**config.mk**
```make
export PLATFORM = sky130hd
export DESIGN_NAME = bb_shifter_pipe
export DESIGN_NICKNAME = d
export VERILOG_FILES = /design/src/rtl/bb_shift_pkg.sv /design/src/rtl/bb_shift_stage.sv /design/src/rtl/bb_shifter_pipe.sv
export SDC_FILE = /design/constraint.sdc
export NUM_CORES = 1
export LEC_CHECK = 0
export BUFFER_PORTS_ARGS = -buffer_cell sky130_fd_sc_hd__buf_4
export CAP_MARGIN = 40
export CORE_AREA = 2 2 65 67
export CTS_CLUSTER_DIAMETER = 150
export DETAILED_ROUTE_END_ITERATION = 6
export DIE_AREA = 0 0 67 69
export PLACE_DENSITY = 0.85
export SLEW_MARGIN = 0
export SYNTH_ARGS = -nofsm -noshare
export SYNTH_HDL_FRONTEND = slang
export SYNTH_SLANG_ARGS = --single-unit
```
**constraint.sdc**
```tcl
create_clock -name clk -period 4.9 [get_ports clk]
set_clock_uncertainty 0.15 [all_clocks]
set_input_delay 0 -clock clk [delete_from_list [all_inputs] [get_ports clk]]
set_output_delay 0 -clock clk [all_outputs]
set_load 0.1 [all_outputs]
```
**src/rtl/bb_shift_pkg.sv**
```systemverilog
// Shared constants and per-stage control payload for the pipelined barrel shifter.
package bb_shift_pkg;

  localparam logic [1:0] MODE_LSL_LSR = 2'b00;
  localparam logic [1:0] MODE_ASR     = 2'b01;
  localparam logic [1:0] MODE_ROT     = 2'b10;

  localparam logic DIR_LEFT  = 1'b0;
  localparam logic DIR_RIGHT = 1'b1;

  // Width-independent part of the stage payload; data and shift ride beside it.
  typedef struct packed {
    logic       dir;
    logic [1:0] mode;
    logic       sign;
    logic       carry;
  } shift_ctrl_t;

endpackage

```
**src/rtl/bb_shift_stage.sv**
```systemverilog
// One log-stage of the shifter: conditional 2^K shift, carry update and an
// elastic register slot with valid/ready.
module bb_shift_stage
  import bb_shift_pkg::*;
#(
  parameter int WIDTH = 8,
  parameter int K     = 0,
  parameter int SHW   = $clog2(WIDTH)
) (
  input  logic             clk,
  input  logic             rst_n,
  input  logic             flush,
  input  logic             src_valid,
  output logic             src_ready,
  input  logic [WIDTH-1:0] src_data,
  input  logic [SHW-1:0]   src_shift,
  input  shift_ctrl_t      src_ctrl,
  output logic             dst_valid,
  input  logic             dst_ready,
  output logic [WIDTH-1:0] dst_data,
  output logic [SHW-1:0]   dst_shift,
  output shift_ctrl_t      dst_ctrl
);

  localparam int AMT = 1 << K;

  typedef struct packed {
    logic [WIDTH-1:0] data;
    logic [SHW-1:0]   shift;
    shift_ctrl_t      ctrl;
  } payload_t;

  payload_t nxt;
  payload_t cur;
  logic     valid_q;

  always_comb begin
    nxt.data  = src_data;
    nxt.shift = src_shift;
    nxt.ctrl  = src_ctrl;
    if (src_shift[K]) begin
      if (src_ctrl.dir == DIR_LEFT) begin
        nxt.ctrl.carry = src_data[WIDTH-AMT];
        if (src_ctrl.mode == MODE_ROT)
          nxt.data = {src_data[WIDTH-AMT-1:0], src_data[WIDTH-1:WIDTH-AMT]};
        else
          nxt.data = {src_data[WIDTH-AMT-1:0], {AMT{1'b0}}};
      end else begin
        nxt.ctrl.carry = src_data[AMT-1];
        case (src_ctrl.mode)
          MODE_ROT: nxt.data = {src_data[AMT-1:0], src_data[WIDTH-1:AMT]};
          // sign was captured from the original operand, not this stage's input
          MODE_ASR: nxt.data = {{AMT{src_ctrl.sign}}, src_data[WIDTH-1:AMT]};
          default:  nxt.data = {{AMT{1'b0}}, src_data[WIDTH-1:AMT]};
        endcase
      end
    end
  end

  assign src_ready = !valid_q || dst_ready;

  // Stage register boundary
  always_ff @(posedge clk or negedge rst_n) begin
    if (!rst_n)
      valid_q <= 1'b0;
    else if (flush)
      valid_q <= 1'b0;
    else if (src_ready)
      valid_q <= src_valid;
  end

  always_ff @(posedge clk or negedge rst_n) begin
    if (!rst_n)
      cur <= '0;
    else if (src_valid && src_ready && !flush)
      cur <= nxt;
  end

  assign dst_valid = valid_q;
  assign dst_data  = cur.data;
  assign dst_shift = cur.shift;
  assign dst_ctrl  = cur.ctrl;

endmodule

```
**src/rtl/bb_shifter_pipe.sv**
```systemverilog
// Pipelined barrel shifter: SHW elastic log-stages, logical/arithmetic/rotate
// in both directions, with carry-out and zero flags.
module bb_shifter_pipe
  import bb_shift_pkg::*;
#(
  parameter  int WIDTH = 8,
  localparam int SHW   = $clog2(WIDTH)
) (
  input  logic             clk,
  input  logic             rst_n,
  input  logic             flush,
  input  logic             in_valid,
  output logic             in_ready,
  input  logic [WIDTH-1:0] in_data,
  input  logic [SHW-1:0]   in_shift,
  input  logic             in_dir,
  input  logic [1:0]       in_mode,
  output logic             out_valid,
  input  logic             out_ready,
  output logic [WIDTH-1:0] out_data,
  output logic             out_carry,
  output logic             out_zero
);

  // Index k is the input side of stage k; index SHW is the pipeline output.
  logic        [SHW:0]            valid_c;
  logic        [SHW:0]            ready_c;
  logic        [SHW:0][WIDTH-1:0] data_c;
  logic        [SHW:0][SHW-1:0]   shift_c;
  shift_ctrl_t [SHW:0]            ctrl_c;

  assign valid_c[0]       = in_valid;
  assign data_c[0]        = in_data;
  assign shift_c[0]       = in_shift;
  assign ctrl_c[0].dir    = in_dir;
  assign ctrl_c[0].mode   = in_mode;
  assign ctrl_c[0].sign   = in_data[WIDTH-1];
  assign ctrl_c[0].carry  = 1'b0;
  assign ready_c[SHW]     = out_ready;

  // A flush drops whatever is offered, so the input side always looks open.
  assign in_ready = ready_c[0] || flush;

  for (genvar k = 0; k < SHW; k++) begin : g_stage
    bb_shift_stage #(
      .WIDTH (WIDTH),
      .K     (k),
      .SHW   (SHW)
    ) u_stage (
      .clk       (clk),
      .rst_n     (rst_n),
      .flush     (flush),
      .src_valid (valid_c[k]),
      .src_ready (ready_c[k]),
      .src_data  (data_c[k]),
      .src_shift (shift_c[k]),
      .src_ctrl  (ctrl_c[k]),
      .dst_valid (valid_c[k+1]),
      .dst_ready (ready_c[k+1]),
      .dst_data  (data_c[k+1]),
      .dst_shift (shift_c[k+1]),
      .dst_ctrl  (ctrl_c[k+1])
    );
  end

  assign out_valid = valid_c[SHW];
  assign out_data  = data_c[SHW];
  assign out_carry = ctrl_c[SHW].carry;
  assign out_zero  = (data_c[SHW] == '0);

  logic unused_tail;
  assign unused_tail = ^{shift_c[SHW], ctrl_c[SHW].dir, ctrl_c[SHW].mode, ctrl_c[SHW].sign};

endmodule

```
==> flow_summary.yaml, run 1 <==
detailed_routing:
  drc: 0
  first_pass_iters: 4
  ant_nets: 0
  vias: 1812
  wl_per_cell_um: 12.5
  drtIter0Drc: 119
  routed_wl_um: 4250
  vias_per_cell: 5.35
grt:
  antenna_found_initial: 0
  grt_pass1_wl_um: 7560
  gr-total-overflow: 0
  grt_usage: 0.212
  grt_pass1_vias: 1771
  grt_max_degree: 42
run:
  maxCapViolations: 0
place:
  port_buffers: 30
  dp_hpwl_um: 2890
  gp_congestion: 0.790
  dpl_cell_area_mm2: 0.00242
  dpl_worst_slack_ns: 2.98
run_status:
  status: "finished, final reports clean"
critical_path:
  worstPathArrival_ns: 1.95
  r2r_end: "g_stage[0].u_stage.dst_ctrl[4]$_DFFE_PN0P_"
  cpPeakStageDelay_ns: 0.60
  reg2reg_depth: 3
  crit_buf_inv: 0
  path_class: "reg -> reg"
  critPathCaptureType: "flop"
  critPathSlowestCell: "a211o_1"
  cpLargestDelayFamily: "compound AO/OA/AOI/OAI gates"
  start_kind: "flop"
  r2r_start: "g_stage[1].u_stage.dst_valid$_DFFE_PN0P_"
  worst_ep_required_time_ns: 4.92
  crit_path_max_fanout: 26
  path_cells: "and3b_1, a211o_1, mux2_1"
  r2r_slack_ns: 2.97
synth:
  yosysMostFrequentCell: "nand2_1"
  ys.warnings.count: 0
  synth_edf_count: 0
  yosysUniqueCellTypes: 31
  syn_area_per_cell_um2: 9.09
  async_flop_share: 1.00
  synth_common_cells: "nand2_1 (52), dfrtp_1 (41), o21ai_1 (20), o21ai_0 (18)"
  ys_ff_latch: 41
  synthTopCellsByArea: "dfrtp_1 (45%), nand2_1 (8.6%), mux2i_1 (5.3%)"
  syn_area_mm2: 0.00226
  ys.flop_type: "dfrtp_1"
  yosysTopAreaCell: "dfrtp_1"
  seq_area_frac_synth: 0.453
  yosysTopAreaCellShare: 0.453
  synth_cells: 249
  synth_fp_nets: 274
clock_network:
  clock_path_buffers: 2
  cts_root_buffer: "clkbuf_8"
  numClockSinks: 41
  cts_setup_buffers: 0
  path_clk_slew_ns: 0.08
  clk_latency_ns: 0.29
  cts_buffers: 5
  cts_max_level: 2
  tritoncts: "done"
floorplan:
  start_util: 0.578
  die_h_um: 69
  floorplan.rows: 23
  fp.dieW_um: 67
  coreArea_mm2: 0.00391
  ioPinCount: 31
  dieArea_mm2: 0.00462
timing:
  rsz0062_at_grt: "false"
  worst_pin_slew_ns: 0.766
  hold_violations: 0
  setup_violations: 0
  drv_slew: 0
  fmax_ghz: 0.518
  finalSetupTns_ns: 0
  period_needed_ns: 1.93
  finalWorstSetupSlack_ns: 2.97
  slew_headroom: 0.489
  post-route-period-util: 0.394
power_and_ir_drop:
  ir_worst_vdd_mv: 0.191
  p_per_area_mw_per_mm2: 445
  p_leak_nw: 1.32
hold_path:
  min_from: "out_ready"
  min_path_type: "in -> reg"
  min_path_cells: 4
  min_to: "g_stage[1].u_stage.dst_valid$_DFFE_PN0P_"
cells_and_area:
  syn_to_final_growth_pct: 22.4
  layout.nets: 313
  drive_above_1_share: 0.173
  final_area_mm2: 0.00277
  n_antenna_cell: 0
-- cell type report --
cell class | instances | area [µm²]
Timing Repair Buffer | 56 | 490
Multi-Input combinational cell | 174 | 1050
Tap cell | 50 | 62.6
Inverter | 10 | 37.5
Fill cell | 296 | 1140
Sequential cell | 41 | 1030
Clock inverter | 1 | 5.00
Clock buffer | 7 | 96.3
-- routing by layer --
layer / vias to the layer above / track usage / routed length [µm]
met5: - / 0 / 0
met4: 0 / 0.0612 / 55
met3: 5 / 0.0506 / 140
met2: 35 / 0.382 / 2260
met1: 852 / 0.241 / 1790
li1: 920 / - / -
-- metrics by stage --
step | utilization | cells | total power (W) | hold slack (ns)
after floorplan | - | 249 | 0.000907 | -0.446
after global placement | 0.614 | 305 | 0.000970 | -0.155
after detailed placement | 0.618 | 306 | 0.000987 | -0.147
after CTS | 0.708 | 339 | 0.00124 | 0.0208
after global routing | 0.708 | 339 | 0.00131 | 0.0564
final | 0.708 | 339 | 0.00123 | 0.0357
-- cell families (layout without fill, tap and decap cells) --
kind of cell / after synthesis / count (layout) / share of synthesized area
mux: 20 / 20 / 0.0978
simple gates: 79 / 79 / 0.153
buf+inv: 34 / 74 / 0.0813
flops: 41 / 41 / 0.453
fa+ha+maj: 6 / 6 / 0.0332
compound gates: 69 / 69 / 0.181
-- how the worst max path moves through the flow --
stage                                                          start                                     endpoint  slack (ns)  depth (start not counted)
final                       g_stage[1].u_stage.dst_valid$_DFFE_PN0P_   g_stage[0].u_stage.dst_ctrl[4]$_DFFE_PN0P_        2.97                          3
after CTS                   g_stage[1].u_stage.dst_valid$_DFFE_PN0P_  g_stage[0].u_stage.dst_shift[1]$_DFFE_PN0P_        2.96                          3
after detailed placement    g_stage[1].u_stage.dst_valid$_DFFE_PN0P_  g_stage[0].u_stage.dst_shift[1]$_DFFE_PN0P_        2.98                          3
after floorplan           g_stage[2].u_stage.dst_data[5]$_DFFE_PN0P_                                     out_zero        2.60                          2
after global routing        g_stage[1].u_stage.dst_valid$_DFFE_PN0P_  g_stage[0].u_stage.dst_shift[2]$_DFFE_PN0P_        2.81                          3
after global placement      g_stage[1].u_stage.dst_valid$_DFFE_PN0P_   g_stage[1].u_stage.dst_ctrl[1]$_DFFE_PN0P_        2.87                          3
-- cells in the final DEF (no fill, tap or decap), types with 2 or more instances in the layout --
cell / count
mux2_1: 4
nor2_1: 12
o21ai_1: 20
a21oi_1: 10
o31ai_1: 4
buf_4: 30
nand2_1: 52
mux2_4: 3
nand2b_1: 2
or3b_1: 2
clkbuf_8: 7
o211ai_1: 3
or4_1: 2
o21ai_0: 18
inv_1: 10
mux2i_1: 12
nor2b_1: 5
dlygate4sd3_1: 25
ha_1: 6
dfrtp_1: 41
o221ai_1: 2
o21ai_2: 7
a22oi_1: 3
-- registers in the layout, indices dropped and copies added, names as in the netlist --
signal,cells
g_stage.u_stage.dst_data,24
g_stage.u_stage.dst_shift,3
g_stage.u_stage.dst_ctrl,11
g_stage.u_stage.dst_valid,3
-- power breakdown --
group          total, W  leakage, nW  switching (W)  internal [W]
Sequential     0.000485        0.515      0.0000744      0.000411
Clock          0.000238       0.0542       0.000111      0.000127
Combinational  0.000510        0.747       0.000352      0.000158
Total           0.00123         1.32       0.000537      0.000696
-- timing repair --
action	4_1_cts	5_1_grt
hold buffers	25	0
endpoints found under the hold margin	59	0
resized for setup	0	0
-- worst reg2reg max path, stage by stage (launching register included) --
cell and delay (ns):
dfrtp_1 0.40, and3b_1 0.23, a211o_1 0.60, mux2_1 0.43
Power figures use the tool's default switching activity.
==> inputs of run 2 (changes only) <==
Settings changed: ABC_AREA from default to 1, CORE_AREA 2 2 65 67 to 2 2 72 74, DIE_AREA 0 0 67 69 to 0 0 74 76, PLACE_DENSITY 0.85 to 0.79.
Clock period 4.9 ns to 1.7 ns, I/O delays scaled along.
==> run 2 against run 1 <==
Compared with the run above:
- cell count up 36%
- hold slack gained 0.00086 ns
- setup slack worse by 2.9 ns
- flip-flop and latch count is the same
- via count grew 22%
- largest power group unchanged
==> flow_summary.yaml, run 2 <==
detailed_routing:
  vias_per_cell: 4.81
  drtIter0Drc: 66
  routed_wl_um: 5260
  drt-met1-wl_um: 2280
  routed.top_layer: "met4"
  vias: 2219
  wl_met2_um: 2760
  drc: 0
  first_pass_iters: 4
  wl_per_cell_um: 11.4
  wl_met3_um: 101
  ant_nets: 0
clock_network:
  path_clk_slew_ns: 0.08
  cts_max_level: 2
  cts_setup_buffers: 0
  tritoncts: "done"
  cts_buffers: 5
  cts_root_buffer: "clkbuf_8"
  clock_path_buffers: 2
  clk_latency_ns: 0.30
  numClockSinks: 41
  ctsHoldBuffers: 22
  cts_resized: 0
place:
  dp_cells: 431
  dp_hpwl_um: 3770
  dpl_worst_slack_ns: 0.264
  gp_congestion: 0.875
  dpl_cell_area_mm2: 0.00266
  port_buffers: 30
synth:
  async_flop_share: 1.00
  syn_area_per_cell_um2: 7.02
  synthTopCellsByArea: "dfrtp_1 (42%), nand2_1 (22%), o21ai_0 (5.9%)"
  yosysTopAreaCellShare: 0.420
  synth_fp_nets: 373
  yosysTopAreaCell: "dfrtp_1"
  ys.flop_type: "dfrtp_1"
  syn_area_mm2: 0.00244
  synth_cells: 348
  yosysUniqueCellTypes: 23
  yosysMostFrequentCell: "nand2_1"
  ys_ff_latch: 41
  synth_edf_count: 0
  ys.warnings.count: 0
  seq_area_frac_synth: 0.420
  synth_common_cells: "nand2_1 (144), dfrtp_1 (41), nor2_1 (29), o21ai_0 (29), inv_1 (28)"
timing:
  hold_violations: 0
  slew_headroom: 0.658
  period_needed_ns: 1.59
  fmax_ghz: 0.628
  setup_violations: 0
  worst_pin_slew_ns: 0.514
  finalWorstSetupSlack_ns: 0.108
  drv_slew: 0
  post-route-period-util: 0.937
  rsz0062_at_grt: "false"
critical_path:
  critPathSlowestCell: "dfrtp_1"
  r2r_end: "g_stage[2].u_stage.dst_valid$_DFFE_PN0P_"
  path_cells: "nor2_1, nand2_1, nor4_4, buf_4"
  critPathCaptureType: "primary output"
  cpPeakStageDelay_ns: 0.40
  r2r_start: "g_stage[1].u_stage.dst_valid$_DFFE_PN0P_"
  path_class: "reg -> out"
  start_kind: "flop"
  worst_ep_required_time_ns: 1.55
  r2r_slack_ns: 0.22
  crit_path_max_fanout: 3
  worstPathArrival_ns: 1.44
  reg2reg_depth: 3
run_status:
  status: "finished, final reports clean"
cells_and_area:
  final_area_mm2: 0.00301
  drive_above_1_share: 0.159
  layout_common_cells: "nand2_1 (144), dfrtp_1 (40), buf_4 (32)"
  fin_util: 0.613
  n_antenna_cell: 0
  layout.nets: 415
  largest_reg_flops: 24
  syn_to_final_growth_pct: 23.1
  stdcell_count: 461
  layout_commonest_cell: "nand2_1"
grt:
  grt_pass1_vias: 2289
  grt_usage: 0.206
  antenna_found_initial: 0
  grt_pass1_wl_um: 9270
  gr-total-overflow: 0
  grt_max_degree: 42
run:
  maxCapViolations: 0
hold_path:
  min_to: "g_stage[0].u_stage.dst_data[6]$_DFFE_PN0P_"
  min_path_type: "in -> reg"
  min_path_cells: 6
  min_from: "in_dir"
floorplan:
  fp.dieW_um: 74
  ioPinCount: 31
  start_util: 0.497
  coreArea_mm2: 0.00491
  floorplan.rows: 26
  die_h_um: 76
  dieArea_mm2: 0.00562
power_and_ir_drop:
  power.total_w: 0.00371
  ir_worst_vdd_mv: 0.646
  p_leak_nw: 1.56
  p_per_area_mw_per_mm2: 1230
[run 2: worst max path at each step]
stage | from | end
6_report | g_stage[2].u_stage.dst_data[7]$_DFFE_PN0P_ | out_zero
5_1_grt | g_stage[2].u_stage.dst_data[5]$_DFFE_PN0P_ | out_zero
4_1_cts | g_stage[2].u_stage.dst_data[7]$_DFFE_PN0P_ | out_zero
3_5_place_dp | g_stage[2].u_stage.dst_valid$_DFFE_PN0P_ | g_stage[1].u_stage.dst_data[1]$_DFFE_PN0P_
3_3_place_gp | g_stage[2].u_stage.dst_valid$_DFFE_PN0P_ | g_stage[1].u_stage.dst_data[1]$_DFFE_PN0P_
2_1_floorplan | g_stage[2].u_stage.dst_data[0]$_DFFE_PN0P_ | out_zero
[run 2: cells by family after synthesis]
family          count (synthesis)  synth area share
simple gates                  196             0.324
compound gates                 52             0.111
buf+inv                        53             0.115
fa+ha+maj                       6            0.0307
flops                          41             0.420
[run 2: final cells by class]
cell class / count / area (µm²)
fillers: 447 / 1900
multi-input cells: 254 / 1170
flip-flops and latches: 41 / 1030
repair buffers: 54 / 460
inverters: 34 / 133
well taps: 70 / 87.6
clock buffers: 5 / 68.8
clock inverters: 3 / 65.1
[run 2: worst max-delay path, delay by kind of cell (launching register included)]
kind,cells,cell delay (ns)
and+or+nand+nor,3,0.41
DFF,1,0.40
buffers and inverters,1,0.32
[run 2: layer usage]
metal  up-vias  track usage
met2        37        0.369
met5         -            0
li1       1153            -
met4         0        0.100
met3        12       0.0344
met1      1017        0.227
[run 2: through the flow]
step	TNS [ns]	hold slack, ns
6_report	0	0.0366
5_1_grt	0	0.0887
4_1_cts	0	0.0274
3_5_place_dp	0	-0.135
3_3_place_gp	0	-0.142
2_1_floorplan	-0.0501	-0.446
[run 2: where the power goes]
group          leakage (nW)  total, W  internal [W]  switching [W]
combinational         0.970   0.00142      0.000405        0.00102
sequential            0.520   0.00135       0.00117       0.000187
clock                0.0681  0.000938      0.000583       0.000355
total                  1.56   0.00371       0.00215        0.00156
==> inputs of run 3 (changes only) <==
Settings changed: CORE_AREA 2 2 72 74 to 2 2 107 109, DIE_AREA 0 0 74 76 to 0 0 109 111, PLACE_DENSITY 0.79 to 0.44.
==> run 3 against run 2 <==
Compared with the run above:
- setup slack better by 0.036 ns
- sequential power about the same
- combinational power about the same
- via count down 2.2%
- utilization down 33 points
- register-to-register slack worse by 0.05 ns
- die area up 120%
- global-route usage down 11 points
- flip-flop and latch count unchanged
- clock power up 5.0%
- clock-buffer cell count up 2
==> flow_summary.yaml, run 3 (synthesis gave the netlist of run 2 again) <==
run_status:
  status: "finished, final reports clean"
cells_and_area:
  n_antenna_cell: 0
  regArea_mm2: 0.00103
  layout_common_cells: "nand2_1 (144), dfrtp_1 (40), buf_4 (32)"
  fin_util: 0.279
  syn_to_final_growth_pct: 26.6
  layout.nets: 412
  fill_cells: 1229
  multiInputGateArea_mm2: 0.00117
  layout_commonest_cell: "nand2_1"
  largest_reg_flops: 24
  drive_above_1_share: 0.160
floorplan:
  fp.dieW_um: 109
  floorplan.rows: 39
  coreArea_mm2: 0.0111
  die_h_um: 111
  dieArea_mm2: 0.0121
  start_util: 0.221
  ioPinCount: 31
critical_path:
  worstPathArrival_ns: 1.58
  start_kind: "primary input"
  r2r_slack_ns: 0.17
  r2r_start: "g_stage[2].u_stage.dst_valid$_DFFE_PN0P_"
  critPathCaptureType: "flop"
  crit_path_max_fanout: 14
  reg2reg_depth: 5
  worst_ep_required_time_ns: 1.72
  r2r_end: "g_stage[1].u_stage.dst_valid$_DFFE_PN0P_"
  crit_start: "in_shift[0]"
  path_class: "in -> reg"
place:
  dpl_worst_slack_ns: 0.241
  dp_hpwl_um: 4150
  gp_congestion: 0.801
  port_buffers: 30
power_and_ir_drop:
  p_leak_nw: 1.56
  p_clk_frac: 0.262
  ir_worst_vdd_mv: 0.892
  p_per_area_mw_per_mm2: 1220
  pwr-share-seq: 0.364
  pwr-share-comb: 0.374
  p_sw_frac: 0.418
  intPower_w: 0.00219
  p_switching_w: 0.00157
clock_network:
  numClockSinks: 41
  clock_path_buffers: 2
  path_clk_slew_ns: 0.06
  cts_max_level: 2
  cts_setup_buffers: 0
  cts_buffers: 5
  cts_root_buffer: "clkbuf_16"
  clk_latency_ns: 0.28
  tritoncts: "done"
timing:
  period_needed_ns: 1.56
  setup_violations: 0
  finalWorstSetupSlack_ns: 0.144
  slew_headroom: 0.650
  finalSetupTns_ns: 0
  rsz0062_at_grt: "false"
  drv_slew: 0
  post-route-period-util: 0.915
  worst_pin_slew_ns: 0.524
  fmax_ghz: 0.643
  hold_violations: 0
grt:
  grt_pass1_vias: 2131
  grt_max_degree: 42
  grt_pass1_wl_um: 9800
  antenna_found_initial: 0
  gr-total-overflow: 0
  grt_usage: 0.0990
detailed_routing:
  drtIter0Drc: 131
  ant_nets: 0
  routed.top_layer: "met4"
  wl_met3_um: 229
  drt-met1-wl_um: 2690
  wl_met2_um: 2620
  vias: 2171
  wl_per_cell_um: 10.5
  vias_per_cell: 4.09
  first_pass_iters: 6
  drc: 0
  routed_wl_um: 5600
hold_path:
  min_path_cells: 6
  min_to: "g_stage[0].u_stage.dst_data[2]$_DFFE_PN0P_"
  min_path_type: "in -> reg"
  min_from: "in_dir"
run:
  maxCapViolations: 0
==> run 3: worst max-delay path by stage <==
stage	endpoint	slack [ns]	cells after the start
finish	g_stage[0].u_stage.dst_data[1]$_DFFE_PN0P_	0.14	8
global route	g_stage[0].u_stage.dst_data[1]$_DFFE_PN0P_	0.04	8
CTS	out_zero	0.10	4
detailed placement	g_stage[1].u_stage.dst_data[5]$_DFFE_PN0P_	0.24	7
global placement	g_stage[1].u_stage.dst_data[5]$_DFFE_PN0P_	0.25	7
floorplan	out_zero	-0.05	2
==> run 3: metal layers <==
layer,global-route usage,vias up
met4,0.0239,0
met1,0.132,966
met5,0,-
met2,0.164,51
li1,-,1146
met3,0.0176,8
==> run 3: what timing repair did <==
| item | CTS | global route |
|---|---|---|
| resized for setup | 0 | 1 |
| hold endpoints to repair | 60 | 0 |
| hold buffers | 19 | 0 |
| endpoints found under the setup margin | 0 | 1 |
==> run 3: critical path: stages <==
cell and delay [ns]:
dlygate4sd3_1 0.53, buf_4 0.18, inv_1 0.10, nand2_1 0.06
o21ai_0 0.07, dlygate4sd3_1 0.55, nand2_1 0.06, nand2_1 0.04
==> run 3: layout make-up <==
class,instances,area share
flip-flops and latches,41,0.332
well taps,143,0.0578
inverters,34,0.0429
clock buffers,7,0.0493
multi-input cells,254,0.377
repair buffers,51,0.139
clock inverters,1,0.00162
==> run 3: power groups by stage <==
stage / clock (W) / combinational (W) / sequential [W]
global placement: 0 / 0.00139 / 0.00138
CTS: 0.00102 / 0.00142 / 0.00137
global route: 0.00107 / 0.00154 / 0.00140
finish: 0.000985 / 0.00141 / 0.00137
floorplan: 0 / 0.00115 / 0.00137
detailed placement: 0 / 0.00138 / 0.00139
==> run 3: metrics by stage <==
stage | cells | power (W) | hold slack [ns] | cell area [µm²]
floorplan | 348 | 0.00252 | -0.446 | 2470
global placement | 504 | 0.00276 | -0.126 | 2750
detailed placement | 504 | 0.00277 | -0.126 | 2750
CTS | 531 | 0.00382 | 0.0434 | 3090
global route | 531 | 0.00401 | 0.0918 | 3090
finish | 531 | 0.00376 | 0.0368 | 3090
